[src/rtl/program_loader_if.sv]
// Byte-stream input and instruction-memory write port of the program loader.
// The master side is the loader; the slave side feeds bytes and consumes writes.
interface program_loader_if #(
   parameter int BYTE_WIDTH = 8,
   parameter int INST_WIDTH = 32,
   parameter int ADDR_WIDTH = 8
);
   logic                  load_start;
   logic [BYTE_WIDTH-1:0] rx_data;
   logic                  rx_done;
   logic                  write_inst_mem;
   logic [ADDR_WIDTH-1:0] inst_mem_addr;
   logic [INST_WIDTH-1:0] inst_mem_data;
   logic                  load_done;
   logic                  overflow;
   logic [ADDR_WIDTH:0]   words_loaded;

   modport master (
      input  load_start, rx_data, rx_done,
      output write_inst_mem, inst_mem_addr, inst_mem_data, load_done, overflow, words_loaded
   );

   modport slave (
      output load_start, rx_data, rx_done,
      input  write_inst_mem, inst_mem_addr, inst_mem_data, load_done, overflow, words_loaded
   );
endinterface

[src/rtl/program_loader.sv]
// Packs UART bytes big-endian into instruction words and writes them to
// consecutive instruction-memory addresses until HALT or the memory is full.
module program_loader #(
   parameter int                    INST_WIDTH = 32,
   parameter int                    BYTE_WIDTH = 8,
   parameter int                    ADDR_WIDTH = 8,
   parameter logic [INST_WIDTH-1:0] HALT_INST  = 32'hFFFF_FFFF
) (
   input logic              clk,
   input logic              rst,
   program_loader_if.master bus
);
   localparam logic [1:0] IDLE  = 2'd0;
   localparam logic [1:0] RECV  = 2'd1;
   localparam logic [1:0] WRITE = 2'd2;
   localparam logic [1:0] DONE  = 2'd3;

   localparam logic [ADDR_WIDTH-1:0] ADDR_MAX = '1;
   localparam logic [ADDR_WIDTH-1:0] ADDR_ONE = 1;
   localparam logic [ADDR_WIDTH:0]   WL_ONE   = 1;

   logic [1:0]            state;
   logic [1:0]            byte_cnt;
   logic [INST_WIDTH-1:0] shift_reg;
   logic [INST_WIDTH-1:0] assembled;
   logic [ADDR_WIDTH-1:0] addr;
   logic                  write_q;
   logic [INST_WIDTH-1:0] data_q;
   logic                  done_q;
   logic                  overflow_q;
   logic [ADDR_WIDTH:0]   words_q;

   // Earlier bytes move toward the MSB, so byte 0 ends up in the top lane.
   assign assembled = {shift_reg[INST_WIDTH-BYTE_WIDTH-1:0], bus.rx_data};

   // NOTE: all state uses non-blocking assignments so every register samples
   // the pre-edge values of the others, and the reset branch is asynchronous.
   always_ff @(posedge clk or negedge rst) begin
      if (!rst) begin
         state      <= IDLE;
         byte_cnt   <= '0;
         shift_reg  <= '0;
         addr       <= '0;
         write_q    <= 1'b0;
         data_q     <= '0;
         done_q     <= 1'b0;
         overflow_q <= 1'b0;
         words_q    <= '0;
      end else begin
         write_q <= 1'b0;
         case (state)
            IDLE, DONE: begin
               if (bus.load_start) begin
                  state      <= RECV;
                  addr       <= '0;
                  byte_cnt   <= '0;
                  words_q    <= '0;
                  done_q     <= 1'b0;
                  overflow_q <= 1'b0;
               end
            end
            RECV: begin
               if (bus.rx_done) begin
                  shift_reg <= assembled;
                  if (byte_cnt == 2'd3) begin
                     byte_cnt <= '0;
                     data_q   <= assembled;
                     write_q  <= 1'b1;
                     state    <= WRITE;
                  end else begin
                     byte_cnt <= byte_cnt + 2'd1;
                  end
               end
            end
            WRITE: begin
               words_q <= words_q + WL_ONE;
               if (data_q == HALT_INST) begin
                  state  <= DONE;
                  done_q <= 1'b1;
               end else if (addr == ADDR_MAX) begin
                  state      <= DONE;
                  done_q     <= 1'b1;
                  overflow_q <= 1'b1;
               end else begin
                  addr  <= addr + ADDR_ONE;
                  state <= RECV;
                  // A byte arriving during the write slot starts the next word.
                  if (bus.rx_done) begin
                     shift_reg <= assembled;
                     byte_cnt  <= 2'd1;
                  end
               end
            end
         endcase
      end
   end

   assign bus.write_inst_mem = write_q;
   assign bus.inst_mem_addr  = addr;
   assign bus.inst_mem_data  = data_q;
   assign bus.load_done      = done_q;
   assign bus.overflow       = overflow_q;
   assign bus.words_loaded   = words_q;
endmodule

[src/flat_wrapper.sv]
// flat-port wrapper written by rule: the top's interface ports become plain ports
module program_loader_flat 
#(
   parameter int                    INST_WIDTH = 32,
   parameter int                    BYTE_WIDTH = 8,
   parameter int                    ADDR_WIDTH = 8,
   parameter logic [INST_WIDTH-1:0] HALT_INST  = 32'hFFFF_FFFF
)
  (clk, rst, bus_load_start, bus_rx_data, bus_rx_done, bus_write_inst_mem, bus_inst_mem_addr, bus_inst_mem_data, bus_load_done, bus_overflow, bus_words_loaded);
  program_loader_if #(.BYTE_WIDTH(BYTE_WIDTH), .INST_WIDTH(INST_WIDTH), .ADDR_WIDTH(ADDR_WIDTH)) bus_i ();
  input logic clk;
  input logic rst;
  input wire logic [$bits(bus_i.load_start)-1:0] bus_load_start;
  input wire logic [$bits(bus_i.rx_data)-1:0] bus_rx_data;
  input wire logic [$bits(bus_i.rx_done)-1:0] bus_rx_done;
  output wire logic [$bits(bus_i.write_inst_mem)-1:0] bus_write_inst_mem;
  output wire logic [$bits(bus_i.inst_mem_addr)-1:0] bus_inst_mem_addr;
  output wire logic [$bits(bus_i.inst_mem_data)-1:0] bus_inst_mem_data;
  output wire logic [$bits(bus_i.load_done)-1:0] bus_load_done;
  output wire logic [$bits(bus_i.overflow)-1:0] bus_overflow;
  output wire logic [$bits(bus_i.words_loaded)-1:0] bus_words_loaded;
  assign bus_i.load_start = bus_load_start;
  assign bus_i.rx_data = bus_rx_data;
  assign bus_i.rx_done = bus_rx_done;
  assign bus_write_inst_mem = bus_i.write_inst_mem;
  assign bus_inst_mem_addr = bus_i.inst_mem_addr;
  assign bus_inst_mem_data = bus_i.inst_mem_data;
  assign bus_load_done = bus_i.load_done;
  assign bus_overflow = bus_i.overflow;
  assign bus_words_loaded = bus_i.words_loaded;
  program_loader #(.INST_WIDTH(INST_WIDTH), .BYTE_WIDTH(BYTE_WIDTH), .ADDR_WIDTH(ADDR_WIDTH), .HALT_INST(HALT_INST)) u_core (.clk(clk), .rst(rst), .bus(bus_i));
endmodule
[config.mk]
export PLATFORM = sky130hd
export DESIGN_NAME = program_loader_flat
export DESIGN_NICKNAME = d
export VERILOG_FILES = /design/src/rtl/program_loader_if.sv /design/src/rtl/program_loader.sv /design/src/flat_wrapper.sv
export SDC_FILE = /design/constraint.sdc
export NUM_CORES = 1
export LEC_CHECK = 0
export ABC_CLOCK_PERIOD_IN_PS = 2700
export BUFFER_PORTS_ARGS = -buffer_cell sky130_fd_sc_hd__buf_4
export CORE_ASPECT_RATIO = 0.6
export CORE_UTILIZATION = 35
export CTS_CLUSTER_DIAMETER = 200
export DETAILED_ROUTE_END_ITERATION = 12
export GPL_TIMING_DRIVEN = 0
export PLACE_DENSITY = 0.64
export SLEW_MARGIN = 20
export SYNTH_ARGS = -nofsm -noshare
export SYNTH_HDL_FRONTEND = slang
export SYNTH_SLANG_ARGS = --single-unit
[constraint.sdc]
create_clock -name clk -period 2.7 [get_ports clk]
set_clock_uncertainty 0.1 [all_clocks]
set_input_delay 0.27 -clock clk [delete_from_list [all_inputs] [get_ports clk]]
set_output_delay 0.27 -clock clk [all_outputs]
set_load 0.05 [all_outputs]
# After elaboration in Yosys (flattened, before gate mapping)
# Cells that the tools add are included.
[word_totals]
latchBits = 0
ram_bits = 0
mem_count = 0
rom_bits = 0
reg_bits = 88
word_cells = 70
[op_classes]
shift = 0
n_lt_le_gt_ge = 0
muxes = 32
n_mul = 0
eq_ne = 14
addsub = 3
bitwise_logic = 0
n_reduce_logical = 12
n_div = 0
[ops]
columns = ["cell", "n"]
rows = [
  ["2-to-1 mux 32 bit", 3],
  ["case mux 32 bit (2 select lines)", 1],
  ["equality test 32 bit (second input constant)", 1],
  ["2-to-1 mux 8 bit", 3],
  ["2-to-1 mux 2 bit", 11],
  ["case mux 9 bit (2 select lines)", 1],
  ["case mux 8 bit (2 select lines)", 1],
  ["case mux 2 bit (3 select lines)", 2],
  ["AND reduction 3 bit", 4],
  ["!= test 2 bit (second input constant)", 5],
  ["adder 9 x 1 -> 9 bit (second input constant)", 1],
  ["2-to-1 mux 9 bit", 1],
  ["adder 8 x 1 -> 8 bit (second input constant)", 1],
  ["equality test 8 bit (second input constant)", 1],
  ["AND reduction 4 bit", 2],
  ["2-to-1 mux 1 bit", 7],
  ["equality test 2 bit (second input constant)", 3],
  ["AND reduction 5 bit", 1],
  ["!= test 2 x 1 -> 1 bit (second input constant)", 2],
  ["case mux 1 bit (2 select lines)", 2],
  ["nonzero test 2 bit", 2],
  ["!= test 3 x 1 -> 1 bit (second input constant)", 1],
  ["adder 2 x 1 -> 2 bit (second input constant)", 1],
  ["equality test 2 x 1 -> 1 bit (second input constant)", 1],
  ["3 further kinds", 3],
]

# Logic depth before layout (Yosys ltp)
# Gate-level depths: netlist of the first run.
[logic_depth]
ltp_word = 4
depth_mapped = 8
mapped_depth_nobuf = 7

# Worst setup path before layout of the first run
# No wires, ideal clock.
[synth_timing]
path_type = "register to register"
start = "register u_core.data_q[5] (netlist: u_core.bus.inst_mem_data[5])"
end = "register u_core.shift_reg[14]"
setup_slack_ns = 0.321
arrival_time_ns = 2.154
path_buffers = 1
stages_incl_launch_ff = 7
path_cell_list = "dfrtp_1 -> nand4_1 -> nor4_4 -> a21oi_2 -> a31oi_4 -> buf_6 -> mux2_2"
[synth_between]
elab_chain_cells = 3
[synth_rtl]
columns = ["element", "line", "rtl"]
rows = [
  ["start: declaration", "program_loader.sv:28", "logic [INST_WIDTH-1:0] data_q;"],
  ["start signal: assignment", "program_loader.sv:67", "data_q <= assembled;"],
  ["equality test 32 bit", "program_loader.sv:77", "if (data_q == HALT_INST) begin"],
  ["!= test 2 bit (no line)", "--", ""],
  ["AND reduction 3 bit (no line)", "--", ""],
  ["end signal: assignment", "program_loader.sv:64", "shift_reg <= assembled;"],
  ["end signal: assignment", "program_loader.sv:89", "shift_reg <= assembled;"],
  ["end: declaration", "program_loader.sv:24", "logic [INST_WIDTH-1:0] shift_reg;"],
]
# No other way between the ends.
# A chain may end at the register's enable or synchronous reset.

# Final worst setup path of the first run
[layout_timing]
start = "register u_core.data_q[15] (netlist: u_core.bus.inst_mem_data[15])"
end = "register u_core.shift_reg[17]"
# Same word-level chain as after synthesis.

==> results of run 1 <==
per-layer routing:
metal / track usage, % / vias up / wire length (um)
met5: 0 / - / 0
met4: 4.94 / 0 / 76
met3: 4.23 / 6 / 248
met2: 21.9 / 45 / 3250
met1: 23.4 / 1230 / 4450
li1: - / 1205 / -
cells in the final DEF (no fill, tap or decap), types with 2 or more instances in the layout:
cell type,n
o21ai_0,10
buf_6,3
ha_1,6
xnor2_1,3
nand3_1,9
nor2_1,16
nor4_1,2
nand4_1,11
nor4b_1,2
nor3_1,5
clkbuf_1,9
mux2i_1,4
a21o_1,4
bufinv_16,2
mux2_1,4
and3_1,2
dfrtp_1,80
buf_4,62
a21oi_1,7
nor4_4,2
clkinvlp_4,2
a31oi_1,3
clkbuf_16,9
nor2b_1,3
nand2_1,17
inv_1,7
a22o_1,3
mux2_2,54
o211ai_1,3
per-stage QoR:
step | instances | util (%) | setup slack, ps
floorplan | 286 | - | 321
CTS | 500 | 45.9 | 247
global placement | 484 | 42.6 | 293
detailed placement | 484 | 42.6 | 263
global route | 501 | 46.0 | 47.8
finish | 501 | 46.0 | 241
logic make-up after synthesis:
logic type / count (synthesis)
AO/OA/AOI/OAI: 41
flip-flops: 80
buffers and inverters: 19
multiplexers: 62
XOR/XNOR: 4
adder cells (fa/ha/maj): 6
AND/OR/NAND/NOR: 74
synthesized netlist by cell type, types with 2 or more instances:
library cell,number
nand2_1,17
buf_6,2
a21oi_1,7
nor4b_1,2
ha_1,6
mux2_2,54
mux2i_1,4
a21o_1,4
nand3_1,9
o21ai_0,10
nor2b_1,3
nand4_1,11
nor2_1,16
a31oi_1,3
inv_1,7
nor4_1,2
xnor2_1,3
mux2_1,4
o211ai_1,3
nor4_4,2
and3_1,2
a22o_1,3
clkbuf_1,8
nor3_1,5
dfrtp_1,80
worst paths after layout:
kind / slack (ps) / startpoint / end / cells after the start
worst max-delay path: 240 / u_core.bus.inst_mem_data[15] / u_core.shift_reg[17] / 6
worst min-delay path: 80 / bus_rx_data[4] / u_core.shift_reg[4] / 2
worst max register to register: 240 / u_core.bus.inst_mem_data[15] / u_core.shift_reg[17] / 6
worst min register to register: 390 / u_core.shift_reg[21] / u_core.shift_reg[21] / 1
max in group asynchronous: 1550 / rst / u_core.byte_cnt[1] / 2
min in group asynchronous: 430 / rst / u_core.bus.words_loaded[6] / 2
repair_timing:
item | 4_1_cts | 5_1_grt
hold endpoints to repair | 0 | 80
hold buffers | 0 | 1
resized for setup | 0 | 0
buffers inserted | 0 | 0
layout make-up:
cell class	count	share of cell area, %
plain buffers	12	1.34
flip-flops and latches	80	43.9
clock inverters	5	1.76
repair buffers	64	10.7
inverters	7	0.576
well taps	135	3.70
multi-input cells	187	32.7
clock buffers	11	5.32
power groups by stage:
stage / Combinational [uW] / Sequential [uW] / Clock [uW]
finish: 2550 / 2070 / 1310
floorplan: 1000 / 2850 / 0
detailed placement: 2560 / 2090 / 0
global placement: 2500 / 2070 / 0
global route: 2720 / 2130 / 1380
CTS: 2570 / 2070 / 1330
==> run_results.csv, run 1 <==
group,metric,value,unit
timing,period_needed,2460,ps
drt,routed_via_density,4.96,
die,die_area,10700,sq um
logic_synthesis,async_reset_ff_share,100,%
timing,hold_slack,82.3,ps
grt,grt_pass1_wl,12.7,mm
logic_synthesis,synth_cell_types,44,
drt,drc,0,
placement,portBuffers,63,
clocking,clk_latency,330,ps
logic_synthesis,synth_fa_ha_area_share,2.10,%
timing,tightest_slew,729,ps
critical_path,crit_arrival,2570,ps
timing,drv_slew,0,
critical_path,worstPathCellList,"nand4_1, nor4_4, a21oi_2, a31oi_4, buf_6, mux2_2",
power,internal-power,3480,uW
power,switching_power,2440,uW
logic_synthesis,netlist_area,3580,sq um
critical_path,crit_family,"simple AND/OR/NAND/NOR gates",
critical_path,crit_fanout,10,
logic_synthesis,yosys.area_share.simple,11.2,%
timing,rsz0062_at_grt,"false",
critical_path,cp-end-kind,"flop",
cells_and_area,antenna_cells,0,
logic_synthesis,synth_area_leaders,"dfrtp_1, mux2_2, ha_1",
power,cellPowerDensity,1300,nW/um^2
clocking,clkSinkCount,80,
grt,grt_overflow,0,
clocking,cts_root_buf,"clkbuf_16",
clocking,cts_tree,"done",
logic_synthesis,netlist.area_leader.share,55.9,%
critical_path,cp-start-kind,"flop",
logic_synthesis,synthCells,286,
logic_synthesis,yosys.area.top_type,"dfrtp_1",
drt,drt_first_pass_iters,4,
cells_and_area,multi_input_area,1490,sq um
hold_path,hold_class,"in2reg",
cells_and_area,nets,379,
grt,grt_pass1_vias,2357,
drt,wl_per_cell,16.0,um
critical_path,crit_type,"reg2reg",
cells_and_area,largest_reg_flops,32,
timing,max-slew-margin-rel,51.4,%
logic_synthesis,syn_nets,304,
power,power,5930,uW
cells_and_area,final-seq-area,2000,sq um
logic_synthesis,ys_seq_area_share,55.9,%
power,power.share.clock,22.1,%
critical_path,cpPeakStageDelay,460,ps
logic_synthesis,synth_edf_count,0,
logic_synthesis,synth_xor_area_share,0.978,%
logic_synthesis,ys.flop_type,"dfrtp_1",
drt,drt_iter0_markers,143,
clocking,numCtsBuffers,9,
logic_synthesis,synth_area_per_cell,12.5,sq um
flow_run,cap_violations,0,
power,pwr-share-seq,34.9,%
critical_path,crit_slowest_cell,"nor4_4",
cells_and_area,finalInstanceArea,4560,sq um
drt,final_antenna_net_count,0,
placement,hpwl,5.81,mm
placement,placed_cell_area,4220,sq um
power,p_comb_share,43.0,%
grt,grtUsageTotal,15.8,%
clocking,htree_levels,3,
critical_path,worstPathRequired,2810,ps
die,io_pins,64,
cells_and_area,syn2layout_area_growth,27.3,%
cells_and_area,nFillCells,927,
die,core,9910,sq um
run_status,status,"finished, final reports clean",
clocking,clkTransAtPathRegs,60,ps
die,die_width,133,um
cells_and_area,drive_above_1_share,38.0,%
timing,min_period_over_period,91.1,%
logic_synthesis,synth_top_family_by_area,"multiplexers",
critical_path,path_buf_inv,1,
logic_synthesis,yosys_warnings,0,
drt,wl,8.03,mm
die,core.rowCount,28,
die,start_util,36.1,%
timing,finalHoldViolCount,0,
timing,setup_violations,0,
logic_synthesis,synth_mux_area_share,19.4,%
timing,fin_setup_tns,0,ps
logic_synthesis,synth_compound_area_share,8.03,%
logic_synthesis,synth-seq-cells,80,
clocking,cts_buffer_depth,2,
die,die_h,80.4,um
grt,grt_max_degree,81,
power,switching_share,41.2,%
grt,antenna_found_initial,0,
power,vdd_drop_max,0.774,mV
drt,vias,2486,
timing,timing.fmax,0.407,GHz
placement,gp_congestion,0.787,
power,power.leakage,0.00209,uW
Note: power is estimated with default switching activity, not from simulation.
==> run 2: changes to the inputs <==
--- a/config.mk
+++ b/config.mk
@@ -15,2 +15,3 @@
 export PLACE_DENSITY = 0.64
+export RECOVER_POWER = 100
 export SLEW_MARGIN = 20
--- a/constraint.sdc
+++ b/constraint.sdc
@@ -4,2 +4,2 @@
 set_output_delay 0.27 -clock clk [all_outputs]
-set_load 0.05 [all_outputs]
+set_load 0.005 [all_outputs]
==> run 2 against run 1 <==
Net effect:
- the flow now finishes with violations (capacitance limit, slew limit)
- via count rose by 0.20%
- highest routed layer unchanged
- worst setup slack lost 110 ps
- clock power about the same
- power fell by 16%
- routed wire length fell by 0.49%
- critical path type unchanged
- utilization decreased by 0.34 points
- die area unchanged
- final cell count unchanged
- critical path depth unchanged
- register-to-register slack got worse by 110 ps
- maximum frequency down 4.5%
- combinational power down 38%
==> run_results.csv, run 2 (same netlist as run 1, synthesis figures left out) <==
group,metric,value,unit
drt,drt_first_pass_iters,4,
cells_and_area,layout_commonest_cell,"dfrtp_1",
power,vdd_drop_max,0.438,mV
timing,rsz0062_at_grt,"false",
clocking,cts_buffer_depth,2,
die,io_pins,64,
power,power,4960,uW
die,die_area,10700,sq um
cells_and_area,drive_above_1_share,36.3,%
placement,gp_congestion,0.787,
critical_path,endpoint,"u_core.shift_reg[17]",
grt,grt_overflow,0,
critical_path,cp-start-kind,"flop",
hold_path,min_delay_path_depth,2,
flow_run,cap_violations,1,
timing,finalHoldViolCount,0,
cells_and_area,largest_reg_flops,32,
placement,portBuffers,63,
critical_path,reg2reg_to,"u_core.shift_reg[17]",
hold_path,hold_class,"in2reg",
die,start_util,36.1,%
drt,drt_iter0_markers,142,
placement,hpwl,5.81,mm
timing,fin_setup_tns,0,ps
timing,fin_ws,126,ps
critical_path,cpPeakStageDelay,570,ps
critical_path,worstPathRequired,2810,ps
die,die_h,80.4,um
critical_path,cp-end-kind,"flop",
die,core.rowCount,28,
timing,setup_violations,0,
drt,drc,0,
timing,tightest_slew,1760,ps
timing,max-slew-margin-rel,-17.6,%
power,power.leakage,0.00204,uW
grt,grt_pass1_vias,2357,
clocking,cts_root_buf,"clkbuf_16",
clocking,clkTransAtPathRegs,60,ps
grt,grtUsageTotal,15.8,%
cells_and_area,final_cell_mix,"dfrtp_1, mux2_2, clkbuf_4",
clocking,cts_tree,"done",
clocking,numCtsBuffers,9,
placement,dp_slack,263,ps
critical_path,crit_fanout,10,
die,die_width,133,um
critical_path,worstSetupStartpoint,"u_core.bus.inst_mem_data[15]",
clocking,htree_levels,3,
grt,grt_pass1_wl,12.7,mm
drt,vias,2491,
clocking,clkSinkCount,80,
timing,timing.fmax,0.389,GHz
timing,min_period_over_period,95.3,%
critical_path,reg2reg_depth,6,
timing,drv_slew,81,
critical_path,regToRegSetupSlack,130,ps
drt,wl_per_cell,15.9,um
critical_path,crit_type,"reg2reg",
cells_and_area,syn2layout_area_growth,26.4,%
run_status,violations,"capacitance limit, slew limit",
critical_path,crit_slowest_cell,"nor4_2",
cells_and_area,antenna_cells,0,
drt,routed_via_density,4.97,
critical_path,r2r-start,"u_core.bus.inst_mem_data[15]",
power,cellPowerDensity,1100,nW/um^2
grt,antenna_found_initial,0,
grt,grt_max_degree,81,
drt,wl,7.99,mm
clocking,clk_latency,330,ps
die,core,9910,sq um
run_status,status,"finished, violations left",
timing,period_needed,2570,ps
drt,final_antenna_net_count,0,
critical_path,crit_arrival,2690,ps
critical_path,worstPathCellList,"nand4_1, nor4_2, a21oi_2, a31oi_4, buf_6, mux2_2",
cells_and_area,nets,379,
[run 2: cell count changes in the layout (fill, tap and decap cells not counted), sizes merged]
cell | before | now
buf | 67 | 14
clkbuf | 19 | 72
[run 2: final cells by class]
cell class / count / area, sq um
Fill cell: 936 / 5390
Sequential cell: 80 / 2000
Multi-Input combinational cell: 187 / 1480
Timing Repair Buffer: 64 / 462
Clock buffer: 11 / 243
Tap cell: 135 / 169
Clock inverter: 5 / 80.1
Buffer: 12 / 61.3
Inverter: 7 / 26.3
[run 2: repair_timing]
| action | 4_1_cts | 5_1_grt |
|---|---|---|
| endpoints found under the hold margin | 0 | 80 |
| hold buffers | 0 | 1 |
| resized for setup | 0 | 0 |
| buffers inserted | 0 | 0 |
[run 2: metal layers]
layer	track usage (%)	part of all wire, %
met5	0	0
met2	21.9	40
met3	4.23	3.1
met1	23.4	56
met4	4.94	0.93
[run 2: report_power, final]
part	leakage, uW	internal (uW)	switching, uW	total (uW)
clock network	0.000152	833	477	1310
registers	0.000997	1680	383	2060
logic	0.000890	893	693	1590
total	0.00204	3400	1550	4960
[run 2: worst min path at each step]
stage                         start                     endpoint  slack, ps
4_1_cts                         rst   u_core.bus.words_loaded[6]         50
5_1_grt              bus_rx_data[4]          u_core.shift_reg[4]         80
6_report             bus_rx_data[4]          u_core.shift_reg[4]         80
3_5_place_dp   u_core.shift_reg[21]         u_core.shift_reg[21]        390
2_1_floorplan                   rst  u_core.bus.inst_mem_addr[0]       -130
3_3_place_gp   u_core.shift_reg[21]         u_core.shift_reg[21]        370
[run 2: worst max-delay path: cells and delay by family, from the launching register on]
kind	cells	cell delay, ps
AO/OA/AOI/OAI	2	630
buffers and inverters	1	210
flip-flops	1	420
multiplexers	1	350
AND/OR/NAND/NOR	2	740
[run 2: metrics by stage]
| stage | utilization, % | instances | cell area (sq um) | hold WS [ps] |
|---|---|---|---|---|
| floorplan | - | 286 | 3580 | -126 |
| global placement | 42.6 | 484 | 4220 | 369 |
| detailed placement | 42.6 | 484 | 4220 | 386 |
| CTS | 45.9 | 500 | 4550 | 52.0 |
| global route | 45.7 | 501 | 4530 | 78.0 |
| finish | 45.7 | 501 | 4530 | 82.1 |
==> run 3: changes to the inputs <==
CELL_PAD_IN_SITES_DETAIL_PLACEMENT = 1   (was default)
CELL_PAD_IN_SITES_GLOBAL_PLACEMENT = 2   (was default)
PLACE_DENSITY = 0.85   (was 0.64)
==> run 3 against run 2 <==
Net effect:
- the flow still finishes with violations (capacitance limit, slew limit)
- register-to-register slack better by 120 ps
- critical path depth stayed put
- routed wire length grew 16%
- sequential cell count is the same
- clock power is essentially flat
- non-clock buffer count stayed put
- power rose by 1.1%
- utilization rose by 0.076 points
- combinational power about the same
- design area increased by 0.17%
- worst setup slack better by 120 ps
- critical endpoint is now u_core.shift_reg[14]
==> run_results.csv, run 3 (same netlist as run 1, synthesis figures left out) <==
group,metric,value,unit
clocking,htree_levels,3,
power,switching_share,32.0,%
die,io_pins,64,
clocking,clk_latency,340,ps
timing,drv_slew,81,
power,cellPowerDensity,1100,nW/um^2
die,start_util,36.1,%
drt,drt_iter0_markers,156,
timing,rsz0062_at_grt,"false",
placement,hpwl,6.53,mm
cells_and_area,largest_reg_flops,32,
die,core.rowCount,28,
critical_path,crit_type,"reg2reg",
cells_and_area,antenna_cells,0,
power,p_comb_share,32.3,%
die,core,9910,sq um
placement,placedCellCount,484,
cells_and_area,instances_no_fill,500,
grt,grtUsageTotal,19.0,%
critical_path,cp-end-kind,"flop",
cells_and_area,final_util,45.7,%
hold_path,hold_class,"in2reg",
timing,hold_slack,70.6,ps
grt,use_met1,26.9,%
timing,setup_violations,0,
grt,busiest_layer,"met2",
clocking,cts_buffer_depth,2,
grt,antenna_found_initial,0,
run_status,status,"finished, violations left",
timing,timing.fmax,0.408,GHz
die,die_width,133,um
power,internal-power,3410,uW
critical_path,cp-start-kind,"flop",
clocking,clkSinkCount,80,
timing,tightest_slew,1810,ps
cells_and_area,drive_above_1_share,36.4,%
critical_path,worstPathCellList,"nand4_1, nor4_4, a21oi_2, a31oi_4, buf_6, mux2_1",
drt,wl_per_cell,18.5,um
cells_and_area,final_cell_mix,"dfrtp_1, mux2_2, clkbuf_4",
critical_path,crit_fanout,10,
timing,period_needed,2450,ps
grt,grt_pass1_wl,15.2,mm
timing,finalHoldViolCount,0,
die,die_h,80.4,um
grt,met2_usage,28.6,%
grt,grtUsageMet3,4.73,%
drt,vias,2602,
timing,fin_ws,251,ps
drt,drc,0,
power,power.share.clock,26.1,%
clocking,clkTransAtPathRegs,60,ps
placement,portBuffers,63,
clocking,numCtsBuffers,9,
grt,grt_pass1_vias,2714,
drt,routed_via_density,5.20,
drt,wl,9.23,mm
drt,final_antenna_net_count,0,
cells_and_area,layout_commonest_cell,"dfrtp_1",
placement,gp_congestion,0.760,
clocking,post-cts-setup-buffers,0,
timing,max-slew-margin-rel,-20.5,%
critical_path,worstPathRequired,2810,ps
flow_run,cap_violations,1,
grt,grt_max_degree,81,
critical_path,crit_slowest_cell,"nor4_4",
timing,min_period_over_period,90.7,%
run_status,violations,"capacitance limit, slew limit",
power,power.leakage,0.00206,uW
power,vdd_drop_max,0.442,mV
critical_path,crit_arrival,2560,ps
drt,drt_first_pass_iters,6,
clocking,cts_tree,"done",
grt,grt_overflow,0,
die,die_area,10700,sq um
power,pwr-share-seq,41.6,%
power,switching_power,1600,uW
cells_and_area,syn2layout_area_growth,26.6,%
placement,dp_slack,95.3,ps
critical_path,cpPeakStageDelay,460,ps
clocking,cts_root_buf,"clkbuf_16",
timing,fin_setup_tns,0,ps
cells_and_area,nets,379,
-- run 3: repair_timing --
action	CTS	global route
hold buffers	0	1
hold endpoints to repair	0	80
endpoints found under the setup margin	1	0
gates resized for setup	1	0
-- run 3: cell type report --
class,instances,area (sq um)
tap,135,169
buffer,12,62.6
multi-input combinational,187,1490
timing repair buffer,64,462
fill,1072,5380
clock inverter,5,81.3
inverter,7,26.3
clock buffer,10,239
sequential,80,2000
-- run 3: metal layers --
| layer | part of all wire, % | wire length [um] | vias to the layer above |
|---|---|---|---|
| li1 | - | - | 1193 |
| met1 | 50 | 4580 | 1344 |
| met2 | 45 | 4190 | 55 |
| met3 | 4.1 | 379 | 10 |
| met4 | 0.88 | 81 | 0 |
| met5 | 0 | 0 | - |
-- run 3: worst max-delay path, delay by kind of cell, from the launching register on --
family	cells	cell delay [ps]
compound gates	2	610
buf+inv	1	210
flops	1	370
mux	1	360
simple gates	2	660
-- run 3: worst paths after layout --
kind / startpoint / end / slack [ps] / depth (start not counted)
max: u_core.bus.inst_mem_data[15] / u_core.shift_reg[14] / 250 / 6
min: bus_rx_data[4] / u_core.bus.inst_mem_data[4] / 70 / 2
max reg2reg: u_core.bus.inst_mem_data[15] / u_core.shift_reg[14] / 250 / 6
min reg2reg: u_core.shift_reg[23] / u_core.shift_reg[23] / 390 / 1
max in group asynchronous: rst / u_core.bus.inst_mem_data[18] / 550 / 2
min in group asynchronous: rst / u_core.bus.words_loaded[6] / 840 / 2
-- run 3: power groups by stage --
| stage | logic (uW) | registers [uW] | clock network, uW |
|---|---|---|---|
| detailed placement | 1670 | 2110 | 0 |
| floorplan | 1000 | 1980 | 0 |
| global route | 1780 | 2160 | 1390 |
| CTS | 1690 | 2100 | 1330 |
| finish | 1620 | 2090 | 1310 |
| global placement | 1600 | 2070 | 0 |
-- run 3: stage by stage --
stage          area, sq um  total power, uW
6_report              4530             5010
5_1_grt               4530             5330
4_1_cts               4550             5120
3_5_place_dp          4220             3780
3_3_place_gp          4220             3670
2_1_floorplan         3580             2980
